### src/rtl/obj_oam_scanner_pkg.sv
// Shared types for the OBJ scanline scanner.
//   NUM_OBJS     : number of OAM entries walked per line
//   scan_state_e : scanner FSM states
//   obj_desc_t   : descriptor handed to the per-pixel OBJ renderer
//   obj_dims_t   : bounding width/height pair
//   obj_size()   : shape/size (and double-size) to bounding box in pixels
package obj_scan_pkg;

    localparam int unsigned NUM_OBJS = 128;

    typedef enum logic [2:0] {
        StIdle,
        StFetch0,
        StEval,
        StFetch2,
        StStall,
        StDone
    } scan_state_e;

    typedef struct packed {
        logic [6:0]  index;
        logic [15:0] attr0;
        logic [15:0] attr1;
        logic [15:0] attr2;
        logic [7:0]  hsize;
        logic [7:0]  vsize;
        logic [7:0]  yoff;
    } obj_desc_t;

    typedef struct packed {
        logic [7:0] w;
        logic [7:0] h;
    } obj_dims_t;

    // Shape 3 yields a zero-sized box; visibility masks it separately.
    function automatic obj_dims_t obj_size(input logic [1:0] shape, input logic [1:0] size,
                                           input logic dbl_en);
        obj_dims_t d;
        d = '0;
        case (shape)
            2'd0: begin
                d.w = 8'd8 << size;
                d.h = 8'd8 << size;
            end
            2'd1: begin
                case (size)
                    2'd0:    d = '{w: 8'd16, h: 8'd8};
                    2'd1:    d = '{w: 8'd32, h: 8'd8};
                    2'd2:    d = '{w: 8'd32, h: 8'd16};
                    default: d = '{w: 8'd64, h: 8'd32};
                endcase
            end
            2'd2: begin
                case (size)
                    2'd0:    d = '{w: 8'd8,  h: 8'd16};
                    2'd1:    d = '{w: 8'd8,  h: 8'd32};
                    2'd2:    d = '{w: 8'd16, h: 8'd32};
                    default: d = '{w: 8'd32, h: 8'd64};
                endcase
            end
            default: d = '0;
        endcase
        // Largest doubled box is 128, which still fits in 8 bits.
        if (dbl_en) begin
            d.w = d.w << 1;
            d.h = d.h << 1;
        end
        return d;
    endfunction

endpackage

### src/rtl/obj_oam_scanner_if.sv
// Descriptor stream from the OAM scanner to the OBJ pixel renderer.
//   master : scanner side (drives valid and descriptor fields, samples ready)
//   slave  : renderer side (samples descriptor, drives ready)
// A descriptor transfers on a clock edge where obj_valid and obj_ready are both high.
interface obj_desc_if;

    logic        obj_valid;
    logic        obj_ready;
    logic [6:0]  obj_index;
    logic [15:0] obj_attr0;
    logic [15:0] obj_attr1;
    logic [15:0] obj_attr2;
    logic [7:0]  obj_hsize;
    logic [7:0]  obj_vsize;
    logic [7:0]  obj_yoff;

    modport master (
        output obj_valid, obj_index, obj_attr0, obj_attr1, obj_attr2,
               obj_hsize, obj_vsize, obj_yoff,
        input  obj_ready
    );

    modport slave (
        input  obj_valid, obj_index, obj_attr0, obj_attr1, obj_attr2,
               obj_hsize, obj_vsize, obj_yoff,
        output obj_ready
    );

endinterface

### src/rtl/obj_oam_scanner_fifo.sv
// obj_desc_fifo: DEPTH-entry synchronous descriptor FIFO.
//   clock, reset        : clock, synchronous active-high reset
//   flush               : empties the FIFO (pointers and count)
//   push, push_data     : write port, ignored when full
//   pop, pop_data       : read port, pop_data is the head entry, pop ignored when empty
//   full, empty         : registered occupancy flags
// full is derived from the registered count only, so a same-cycle pop never
// makes room for a same-cycle push.
module obj_desc_fifo
    import obj_scan_pkg::*;
#(
    parameter int unsigned DEPTH = 4
) (
    input  logic      clock,
    input  logic      reset,
    input  logic      flush,
    input  logic      push,
    input  obj_desc_t push_data,
    input  logic      pop,
    output obj_desc_t pop_data,
    output logic      full,
    output logic      empty
);

    localparam int unsigned AddrW = (DEPTH > 1) ? $clog2(DEPTH) : 1;
    localparam int unsigned CntW  = AddrW + 1;

    obj_desc_t        mem_q [DEPTH];
    logic [AddrW-1:0] wr_ptr_q, wr_ptr_d;
    logic [AddrW-1:0] rd_ptr_q, rd_ptr_d;
    logic [CntW-1:0]  count_q, count_d;
    logic             do_push, do_pop;

    assign full     = (count_q == CntW'(DEPTH));
    assign empty    = (count_q == '0);
    assign do_push  = push & ~full;
    assign do_pop   = pop & ~empty;
    assign pop_data = mem_q[rd_ptr_q];

    always_comb begin
        wr_ptr_d = wr_ptr_q;
        rd_ptr_d = rd_ptr_q;
        count_d  = count_q;
        if (flush) begin
            wr_ptr_d = '0;
            rd_ptr_d = '0;
            count_d  = '0;
        end else begin
            if (do_push) begin
                wr_ptr_d = wr_ptr_q + AddrW'(1);
            end
            if (do_pop) begin
                rd_ptr_d = rd_ptr_q + AddrW'(1);
            end
            case ({do_push, do_pop})
                2'b10:   count_d = count_q + CntW'(1);
                2'b01:   count_d = count_q - CntW'(1);
                default: count_d = count_q;
            endcase
        end
    end

    always_ff @(posedge clock) begin
        if (reset) begin
            wr_ptr_q <= '0;
            rd_ptr_q <= '0;
            count_q  <= '0;
            for (int i = 0; i < int'(DEPTH); i++) begin
                mem_q[i] <= '0;
            end
        end else begin
            wr_ptr_q <= wr_ptr_d;
            rd_ptr_q <= rd_ptr_d;
            count_q  <= count_d;
            if (do_push && !flush) begin
                mem_q[wr_ptr_q] <= push_data;
            end
        end
    end

endmodule

### src/rtl/obj_oam_scanner.sv
// obj_oam_scanner: per-scanline OAM walk for the OBJ pipeline.
// On start, reads all 128 OAM entries (two words each), decodes shape/size,
// applies the row-visibility rule and queues a descriptor for every sprite
// that intersects the latched row.
//   clock, reset          : clock, synchronous active-high reset
//   start, row            : scan request pulse and scanline (latched on start)
//   oam_rd_en, oam_addr   : OAM word read port; oam_rdata returns one cycle later
//   obj (master)          : descriptor stream, valid/ready
//   busy, done, overflow  : scan in progress, end-of-scan pulse, cap hit
// Optional feature: define OBJ_SCAN_LIMIT_EN to stop the scan after MAX_PER_LINE
// pushes and flag overflow; otherwise overflow is tied low and MAX_PER_LINE unused.
module obj_oam_scanner
    import obj_scan_pkg::*;
#(
    parameter int unsigned DEPTH        = 4,
    parameter int unsigned MAX_PER_LINE = 32
) (
    input  logic              clock,
    input  logic              reset,
    input  logic              start,
    input  logic [7:0]        row,
    output logic              oam_rd_en,
    output logic [7:0]        oam_addr,
    input  logic [31:0]       oam_rdata,
    obj_desc_if.master        obj,
    output logic              busy,
    output logic              done,
    output logic              overflow
);

    localparam logic [6:0] LastIdx = 7'(NUM_OBJS - 1);

    scan_state_e state_q, state_d;
    logic [6:0]  idx_q, idx_d;
    logic [7:0]  row_q, row_d;
    logic [15:0] attr0_q, attr0_d;
    logic [15:0] attr1_q, attr1_d;
    obj_dims_t   dims_q, dims_d;
    obj_desc_t   desc_q, desc_d;

    logic        fifo_push, fifo_flush, fifo_full, fifo_empty;
    obj_desc_t   fifo_wdata, fifo_rdata, fetch_desc;
    logic        advance;

    // Decode of word {idx,0} as it arrives on oam_rdata during StEval.
    logic [15:0] eval_attr0, eval_attr1;
    obj_dims_t   eval_dims;
    logic [7:0]  eval_upper;
    logic        eval_enabled, eval_vis;

    assign eval_attr0   = oam_rdata[15:0];
    assign eval_attr1   = oam_rdata[31:16];
    assign eval_dims    = obj_size(eval_attr0[15:14], eval_attr1[15:14],
                                   eval_attr0[8] & eval_attr0[9]);
    assign eval_upper   = eval_attr0[7:0] + eval_dims.h;
    // rot=0 with dbl=1 means the entry is disabled.
    assign eval_enabled = (eval_attr0[15:14] != 2'd3) && !(!eval_attr0[8] && eval_attr0[9]);
    // Wrap-aware test shared with the per-pixel units: a box that starts in the
    // upper half and wraps past 255 covers rows below its wrapped end.
    assign eval_vis     = eval_enabled && (row_q < eval_upper) &&
                          ((eval_attr0[7] && !eval_upper[7]) || (eval_attr0[7:0] <= row_q));

    assign fetch_desc = '{
        index: idx_q,
        attr0: attr0_q,
        attr1: attr1_q,
        attr2: oam_rdata[15:0],
        hsize: dims_q.w,
        vsize: dims_q.h,
        yoff:  row_q - attr0_q[7:0]
    };

`ifdef OBJ_SCAN_LIMIT_EN
    localparam int unsigned CntW = $clog2(MAX_PER_LINE + 1);
    logic [CntW-1:0] cnt_q, cnt_d;
    logic            overflow_q, overflow_d;
    assign overflow = overflow_q;
`else
    logic [31:0] unused_max_per_line;
    assign unused_max_per_line = MAX_PER_LINE;
    assign overflow = 1'b0;
`endif

    always_comb begin
        state_d    = state_q;
        idx_d      = idx_q;
        row_d      = row_q;
        attr0_d    = attr0_q;
        attr1_d    = attr1_q;
        dims_d     = dims_q;
        desc_d     = desc_q;
        oam_rd_en  = 1'b0;
        oam_addr   = '0;
        fifo_push  = 1'b0;
        fifo_flush = 1'b0;
        fifo_wdata = fetch_desc;
        advance    = 1'b0;
`ifdef OBJ_SCAN_LIMIT_EN
        cnt_d      = cnt_q;
        overflow_d = overflow_q;
`endif
        case (state_q)
            StIdle: begin
                if (start) begin
                    row_d      = row;
                    idx_d      = '0;
                    fifo_flush = 1'b1;
`ifdef OBJ_SCAN_LIMIT_EN
                    cnt_d      = '0;
                    overflow_d = 1'b0;
`endif
                    state_d    = StFetch0;
                end
            end
            StFetch0: begin
                oam_rd_en = 1'b1;
                oam_addr  = {idx_q, 1'b0};
                state_d   = StEval;
            end
            StEval: begin
                attr0_d = eval_attr0;
                attr1_d = eval_attr1;
                dims_d  = eval_dims;
                if (eval_vis) begin
                    oam_rd_en = 1'b1;
                    oam_addr  = {idx_q, 1'b1};
                    state_d   = StFetch2;
                end else if (idx_q == LastIdx) begin
                    state_d = StDone;
                end else begin
                    idx_d   = idx_q + 7'd1;
                    state_d = StFetch0;
                end
            end
            StFetch2: begin
                if (!fifo_full) begin
                    fifo_push = 1'b1;
                    advance   = 1'b1;
                end else begin
                    // attr2 is only on oam_rdata this cycle, so capture the whole descriptor.
                    desc_d  = fetch_desc;
                    state_d = StStall;
                end
            end
            StStall: begin
                fifo_wdata = desc_q;
                if (!fifo_full) begin
                    fifo_push = 1'b1;
                    advance   = 1'b1;
                end
            end
            StDone: begin
                state_d = StIdle;
            end
            default: begin
                state_d = StIdle;
            end
        endcase

        if (advance) begin
            if (idx_q == LastIdx) begin
                state_d = StDone;
            end else begin
                idx_d   = idx_q + 7'd1;
                state_d = StFetch0;
            end
`ifdef OBJ_SCAN_LIMIT_EN
            cnt_d = cnt_q + CntW'(1);
            if (cnt_q == CntW'(MAX_PER_LINE - 1)) begin
                overflow_d = 1'b1;
                state_d    = StDone;
            end
`endif
        end
    end

    always_ff @(posedge clock) begin
        if (reset) begin
            state_q    <= StIdle;
            idx_q      <= '0;
            row_q      <= '0;
            attr0_q    <= '0;
            attr1_q    <= '0;
            dims_q     <= '0;
            desc_q     <= '0;
`ifdef OBJ_SCAN_LIMIT_EN
            cnt_q      <= '0;
            overflow_q <= 1'b0;
`endif
        end else begin
            state_q    <= state_d;
            idx_q      <= idx_d;
            row_q      <= row_d;
            attr0_q    <= attr0_d;
            attr1_q    <= attr1_d;
            dims_q     <= dims_d;
            desc_q     <= desc_d;
`ifdef OBJ_SCAN_LIMIT_EN
            cnt_q      <= cnt_d;
            overflow_q <= overflow_d;
`endif
        end
    end

    assign busy = (state_q != StIdle);
    assign done = (state_q == StDone);

    obj_desc_fifo #(
        .DEPTH (DEPTH)
    ) u_fifo (
        .clock     (clock),
        .reset     (reset),
        .flush     (fifo_flush),
        .push      (fifo_push),
        .push_data (fifo_wdata),
        .pop       (obj.obj_ready),
        .pop_data  (fifo_rdata),
        .full      (fifo_full),
        .empty     (fifo_empty)
    );

    assign obj.obj_valid = ~fifo_empty;
    assign obj.obj_index = fifo_rdata.index;
    assign obj.obj_attr0 = fifo_rdata.attr0;
    assign obj.obj_attr1 = fifo_rdata.attr1;
    assign obj.obj_attr2 = fifo_rdata.attr2;
    assign obj.obj_hsize = fifo_rdata.hsize;
    assign obj.obj_vsize = fifo_rdata.vsize;
    assign obj.obj_yoff  = fifo_rdata.yoff;

endmodule

### src/flat_wrapper.sv
// flat-port wrapper written by rule: the top's interface ports become plain ports
module obj_oam_scanner_flat import obj_scan_pkg::*;
#(
    parameter int unsigned DEPTH        = 4,
    parameter int unsigned MAX_PER_LINE = 32
)
  (clock, reset, start, row, oam_rd_en, oam_addr, oam_rdata, busy, done, overflow, obj_obj_valid, obj_obj_index, obj_obj_attr0, obj_obj_attr1, obj_obj_attr2, obj_obj_hsize, obj_obj_vsize, obj_obj_yoff, obj_obj_ready);
  obj_desc_if obj_i ();
  input  logic clock;
  input  logic reset;
  input  logic start;
  input  logic [7:0] row;
  output logic oam_rd_en;
  output logic [7:0] oam_addr;
  input  logic [31:0] oam_rdata;
  output logic busy;
  output logic done;
  output logic overflow;
  output wire logic [$bits(obj_i.obj_valid)-1:0] obj_obj_valid;
  output wire logic [$bits(obj_i.obj_index)-1:0] obj_obj_index;
  output wire logic [$bits(obj_i.obj_attr0)-1:0] obj_obj_attr0;
  output wire logic [$bits(obj_i.obj_attr1)-1:0] obj_obj_attr1;
  output wire logic [$bits(obj_i.obj_attr2)-1:0] obj_obj_attr2;
  output wire logic [$bits(obj_i.obj_hsize)-1:0] obj_obj_hsize;
  output wire logic [$bits(obj_i.obj_vsize)-1:0] obj_obj_vsize;
  output wire logic [$bits(obj_i.obj_yoff)-1:0] obj_obj_yoff;
  input wire logic [$bits(obj_i.obj_ready)-1:0] obj_obj_ready;
  assign obj_obj_valid = obj_i.obj_valid;
  assign obj_obj_index = obj_i.obj_index;
  assign obj_obj_attr0 = obj_i.obj_attr0;
  assign obj_obj_attr1 = obj_i.obj_attr1;
  assign obj_obj_attr2 = obj_i.obj_attr2;
  assign obj_obj_hsize = obj_i.obj_hsize;
  assign obj_obj_vsize = obj_i.obj_vsize;
  assign obj_obj_yoff = obj_i.obj_yoff;
  assign obj_i.obj_ready = obj_obj_ready;
  obj_oam_scanner #(.DEPTH(DEPTH), .MAX_PER_LINE(MAX_PER_LINE)) u_core (.clock(clock), .reset(reset), .start(start), .row(row), .oam_rd_en(oam_rd_en), .oam_addr(oam_addr), .oam_rdata(oam_rdata), .obj(obj_i), .busy(busy), .done(done), .overflow(overflow));
endmodule
### config.mk
export PLATFORM = sky130hd
export DESIGN_NAME = obj_oam_scanner_flat
export DESIGN_NICKNAME = d
export VERILOG_FILES = /design/src/rtl/obj_oam_scanner_pkg.sv /design/src/rtl/obj_oam_scanner_if.sv /design/src/rtl/obj_oam_scanner_fifo.sv /design/src/rtl/obj_oam_scanner.sv /design/src/flat_wrapper.sv
export SDC_FILE = /design/constraint.sdc
export NUM_CORES = 1
export LEC_CHECK = 0
export ABC_AREA = 1
export BUFFER_PORTS_ARGS = -buffer_cell sky130_fd_sc_hd__buf_2
export CORE_ASPECT_RATIO = 1.75
export CORE_UTILIZATION = 61
export CTS_CLUSTER_DIAMETER = 60
export DETAILED_ROUTE_END_ITERATION = 6
export HOLD_SLACK_MARGIN = 0.15
export PLACE_DENSITY = 0.76
export SLEW_MARGIN = 20
export SYNTH_ARGS = -nofsm -noshare
export SYNTH_HDL_FRONTEND = slang
export SYNTH_HIERARCHICAL = 1
export SYNTH_SLANG_ARGS = --single-unit
### constraint.sdc
create_clock -name clock -period 10.9 [get_ports clock]
set_input_delay 2.18 -clock clock [delete_from_list [all_inputs] [get_ports clock]]
set_output_delay 2.18 -clock clock [all_outputs]
set_load 0.02 [all_outputs]
* Word level (Yosys, flattened, before mapping)
Memory sizes are Yosys's and may differ from the RTL's. A register that Yosys moved wholly into a read port is not among the register bits.
Cells that the tools add are included.
W data, S select, Z words.
** Storage, ports and cells
- Memories :: 1
- Logic and storage cells :: 109
- RAM bits :: 316
- Flip-flop bits (word level) :: 152
- Output and inout bits :: 92
** Memories
- u_core.u_fifo.mem_q :: words 4, bits a word 79, read ports 1, clocked after memory_dff 1, write ports 4, line obj_oam_scanner_fifo.sv:28 : obj_desc_t mem_q [DEPTH];
** Operators by class
- Equality and inequality tests :: 17
- Reductions and logical operators :: 23
- Add/sub/neg operators :: 7
- Shifts and indexed selects :: 1
- Muxes and demuxes :: 36
- Order comparisons :: 2
- Bitwise logic cells :: 5
** Operators with widths (number)
- $mux W79 :: 2
- $reduce_or A79 Y1 :: 1
- $pmux W16 S3 :: 1
- $pmux W15 S3 :: 1
- $pmux W14 S3 :: 1
- $mux W7 :: 5
- $mux W16 :: 1
- $pmux W8 S2 :: 1
- $mux W3 :: 5
- $pmux W3 S5 :: 1
- $pmux W7 S2 :: 1
- $mux W1 :: 11
- $eq A3 B3 Y1 const B :: 3
- $add A8 B8 Y8 :: 1
- $le A8 B8 Y1 :: 1
- $lt A8 B8 Y1 :: 1
- $mux W8 :: 1
- $shl A4 B2 Y8 const A :: 1
- $sub A8 B8 Y8 :: 1
- $add A7 B1 Y7 const B :: 1
- $eq A7 B7 Y1 const B :: 1
- $eq A2 B1 Y1 const B :: 3
- $eq A2 B2 Y1 const B :: 3
- $eq A3 B2 Y1 const B :: 2
- other kinds (22) :: 41

* Depth between registers and ports, before layout
- Depth in word-level cells :: 13
- Gate-level depth with buffers :: 30
- Depth with buffers taken out :: 29

* Cells and area by module
Netlist, hierarchy kept.
** Modules (own cells, without submodules)
- obj_desc_fifo :: seq. area each 9669.3 um^2, area each 13964.6 um^2, cells an instance 1294, instances 1
- obj_oam_scanner :: seq. area each 2662.6 um^2, area each 6905.4 um^2, cells an instance 995, instances 1

* Worst setup path after synthesis
Ideal clock, no wire load.
- Path type :: input -> register
- Start :: input port start
- End :: memory u_core/u_fifo/mem_q[0][0] in the netlist's numbering (enable)
- Setup time :: 626 ps
- Slack :: 1974 ps
- Data arrival time :: 8300 ps
- Buffers on the path :: 0
- Data required time :: 10274 ps
- Stages :: 5
- Cells stage by stage :: inv_1 > nor2_1 > nor2_4 > nand4_2 > o21ai_0
** RTL lines
- from (decl) :: line flat_wrapper.sv:11 : input logic start;
- to (decl) :: line obj_oam_scanner_fifo.sv:28

==> results summary <==
The count of nets after finishing is 2425. The post-CTS repair timing setup buffer count is 0. Setup repair after global routing left no endpoint under its margin. The summed area of non-filler cells in the final layout came out at 23000 µm². The register bit total from synthesis is 458. The minimum clock period came out at 8170 ps. In the routed layout, each cell is associated on average with a via count of 5.81. The most used flip-flop cell after synthesis is edfxtp_1. The first global-routing pass estimated 85500 µm of wire. The largest individual stage delay along the critical path comes from the cell fa_1. The layout cell share with drive strength beyond 1 is 10.9%.

The largest incremental delay on the critical path came out at 420 ps. The number of pins exceeding their max-slew limit in the final report came to 0. The x dimension of the die is 142 µm. The clock reaches the later pin of the worst-skew pair after 550 ps. Measured against the total synthesized area, the mux share comes to 0%.

The TritonCTS buffer count came out at 40. Counting both buffers and inverters, the worst setup path holds a total of 7. The global-route congestion overflow total is 0. The main combinational cell family by area after synthesis is compound AO/OA/AOI/OAI gates. The portion of synthesized cell area occupied by the leading cell type came out at 45.5%. The die height is 247 µm.

The number of antenna violations at the first check in global routing came to 3. Power spread over the standard cell area amounts to 171 nW/µm². The count of filler cells inserted in the layout is 2641. The run finished with clean final reports. Setup violations remaining at the end of the flow were counted as 0. The cell family contributing the most delay on the critical path is simple AND/OR/NAND/NOR gates. The adder and majority cell fraction of the synthesized area came out at 2.39%. The count of max-cap constraint violations is 0.

CTS placed an instance of clkbuf_16 at the clock tree root. The clock net sink count is 458. The worst hold path belongs to the class flop to flop. The number of global-route vias before repair is 15600.

Counting stages on the worst path, the most repeated cell is inv_1. The synthesized design spends more area on one cell type than any other, namely edfxtp_1. Excluding fillers, the count of instances in the completed layout stands at 2831. Hold timing on the final database bottoms out at a slack of 447 ps.

The starting density of the core is 61.9%. The first routing iteration left 1554 violations. The TritonCTS clock tree is yes. Yosys mapped a number of flops with a built-in enable equal to 316. The congestion estimate from routability-driven global placement came to 0.946. The final HPWL from detailed placement came out at 33800 µm.

The residual DRC count is 0. Entering global routing, the biggest net connects 101 pins. The top achievable clock speed came out at 122 MHz.

Post-CTS repair changed the size of 0 cells. The post-synthesis compound-gate area fraction is 15.2%. The number of warnings issued by yosys is 6. The placement-stage cell area is 21700 µm². The leakage power total came out at 0.00893 µW.

STA classifies the critical path endpoint as a primary output. At the pin with the least slew margin, the transition time is 1020 ps. By area the synthesized netlist is led by edfxtp_1, dfxtp_1, o21ai_0. The H-tree was split into 2 levels. The floorplan row count is 89. The number of detailed-routing iterations run before antenna repair is 6. The final-report hold violation count is 0.

For this design, the CTS-stage hold fixing added 0 buffers. The number of distinct library cells after synthesis is 45. A synthesized cell averages 9.12 µm². Across the VDD grid, the largest voltage drop is 109 µV.

The sequential area share after synthesis is 59.1%. STA classifies the critical path startpoint as an input port. The top fanout value on the critical path is 11. Global routing consumed, over all layers together, 32.4% of the routing resources.

STA puts the critical path data required time at 8720 ps. The worst pin sits at a relative slew slack of 31.7%. The count of vias placed by the detailed router came out at 16400. The clock-pin slew of the registers on the worst-case setup and hold paths is 70 ps.

The number of cells in the design after placement is 2756. For this block, the routed nets add up to 56100 µm of wire. The post-route clock period utilization came out at 75.0%. The worst setup skew after layout came out at 15.9 ps. Summing all multi-input logic gate instances after layout gives 6920 µm². The placeable core region came out at 33700 µm². The netlist area before placement came out at 20900 µm².

Summed over all failing endpoints, the final setup total negative slack is 0 ps. Summing the areas of all and, or, nand and nor instances in the mapped netlist gives 14.7% of the synthesized area. The instance count of the mapped netlist is 2289.

The count of input and output buffers is 134. The number of nets with antenna violations after routing came out at 0. From synthesis to final layout, the design area changed by 10.1%. The wire length per cell is 19.8 µm. The critical path class is input port to primary output.

The sequential cells in the finished layout cover a total of 12300 µm². The die area came out at 35000 µm². The top-level port count is 136. Of the total synthesized cell area, the portion taken by XOR and XNOR cells is 0.420%. Counting along the longest clock path gives a buffer depth of 3. The fraction of registers with async set/reset is 0%.

The critical path arrival came out at 5990 ps.
## kinds of logic after synthesis
| kind of cell | after synthesis |
|---|---|
| flops | 458 |
| buf+inv | 425 |
| fa+ha+maj | 38 |
| simple gates | 756 |
| xor+xnor | 10 |
| other cells | 1 |
| compound gates | 601 |
## worst reg2reg max path, stage by stage, from the launching register on
cell and delay (ps):
dfxtp_1 350, nor2_1 310, nand2_4 370, a21oi_2 640
nand2_2 200, nor2_4 710, nand2_2 420, nand2_4 540
buf_4 710
## registers in the layout (all words and copies together), names as in the netlist, named ones only
register                flops
u_core/u_fifo/mem_q       316
u_core/desc_q              73
u_core/attr0_q             16
u_core/attr1_q             16
u_core/dims_q              10
u_core/row_q                8
u_core/idx_q                7
u_core/state_q              3
u_core/u_fifo/count_q       3
u_core/u_fifo/rd_ptr_q      2
u_core/u_fifo/wr_ptr_q      2
## report_power, final
group	leakage (µW)	switching (µW)	internal, µW
logic	0.00388	405	149
clock network	0.000634	619	787
registers	0.00441	50.2	1930
## worst paths after layout
kind / slack [ps] / from / to / cells past startpoint
worst max register to register: 6180 / u_core/state_q[0]$_SDFFE_PP0P_ / u_core/u_fifo/mem_q[2][36]$_SDFFCE_PN0P_ / 8
worst min-delay path: 450 / u_core/desc_q[29]$_SDFFE_PP0P_ / u_core/desc_q[29]$_SDFFE_PP0P_ / 2
worst min register to register: 450 / u_core/desc_q[29]$_SDFFE_PP0P_ / u_core/desc_q[29]$_SDFFE_PP0P_ / 2
worst max-delay path: 2730 / oam_rdata[30] / oam_addr[5] / 26
## layout make-up
type,instances,area share (%)
clock inverters,15,0.572
diodes,1,0.0109
well taps,455,2.48
repair buffers,154,3.57
flip-flops and latches,458,53.7
multi-input cells,1414,30.1
clock buffers,59,5.03
inverters,275,4.52
## routing by layer
metal	share of wire, %	global-route usage, %	vias to the layer above
li1	-	-	7764
met1	38	39.8	7735
met2	51	57.5	804
met3	7.4	3.81	131
met4	3.7	13.3	4
met5	0.045	0	-
## cell usage after synthesis, types with 35 or more instances
cell type  number
edfxtp_1      316
nor3_1         80
nand2_1       221
o22ai_1        80
a21oi_1       156
ha_1           35
o21ai_0       341
inv_1         263
dfxtp_1       142
nor2_1        400
clkbuf_1       95
buf_2          43
## metrics by stage
stage	total power [µW]	util (%)	setup slack [ps]
6_report	3940	68.1	2730
5_1_grt	4080	68.1	2420
4_1_cts	3950	68.1	2760
3_5_place_dp	2570	64.3	2770
3_3_place_gp	2550	64.3	2770
2_1_floorplan	2380	-	1970
## cell usage in the layout (no fill, tap or decap), types with 80 or more instances in the layout
master / instances
nor2_1: 399
o21ai_0: 340
edfxtp_1: 316
inv_1: 262
nand2_1: 217
a21oi_1: 156
dfxtp_1: 139
buf_2: 134
nor3_1: 80
o22ai_1: 80
(Power assumes the default switching activity.)
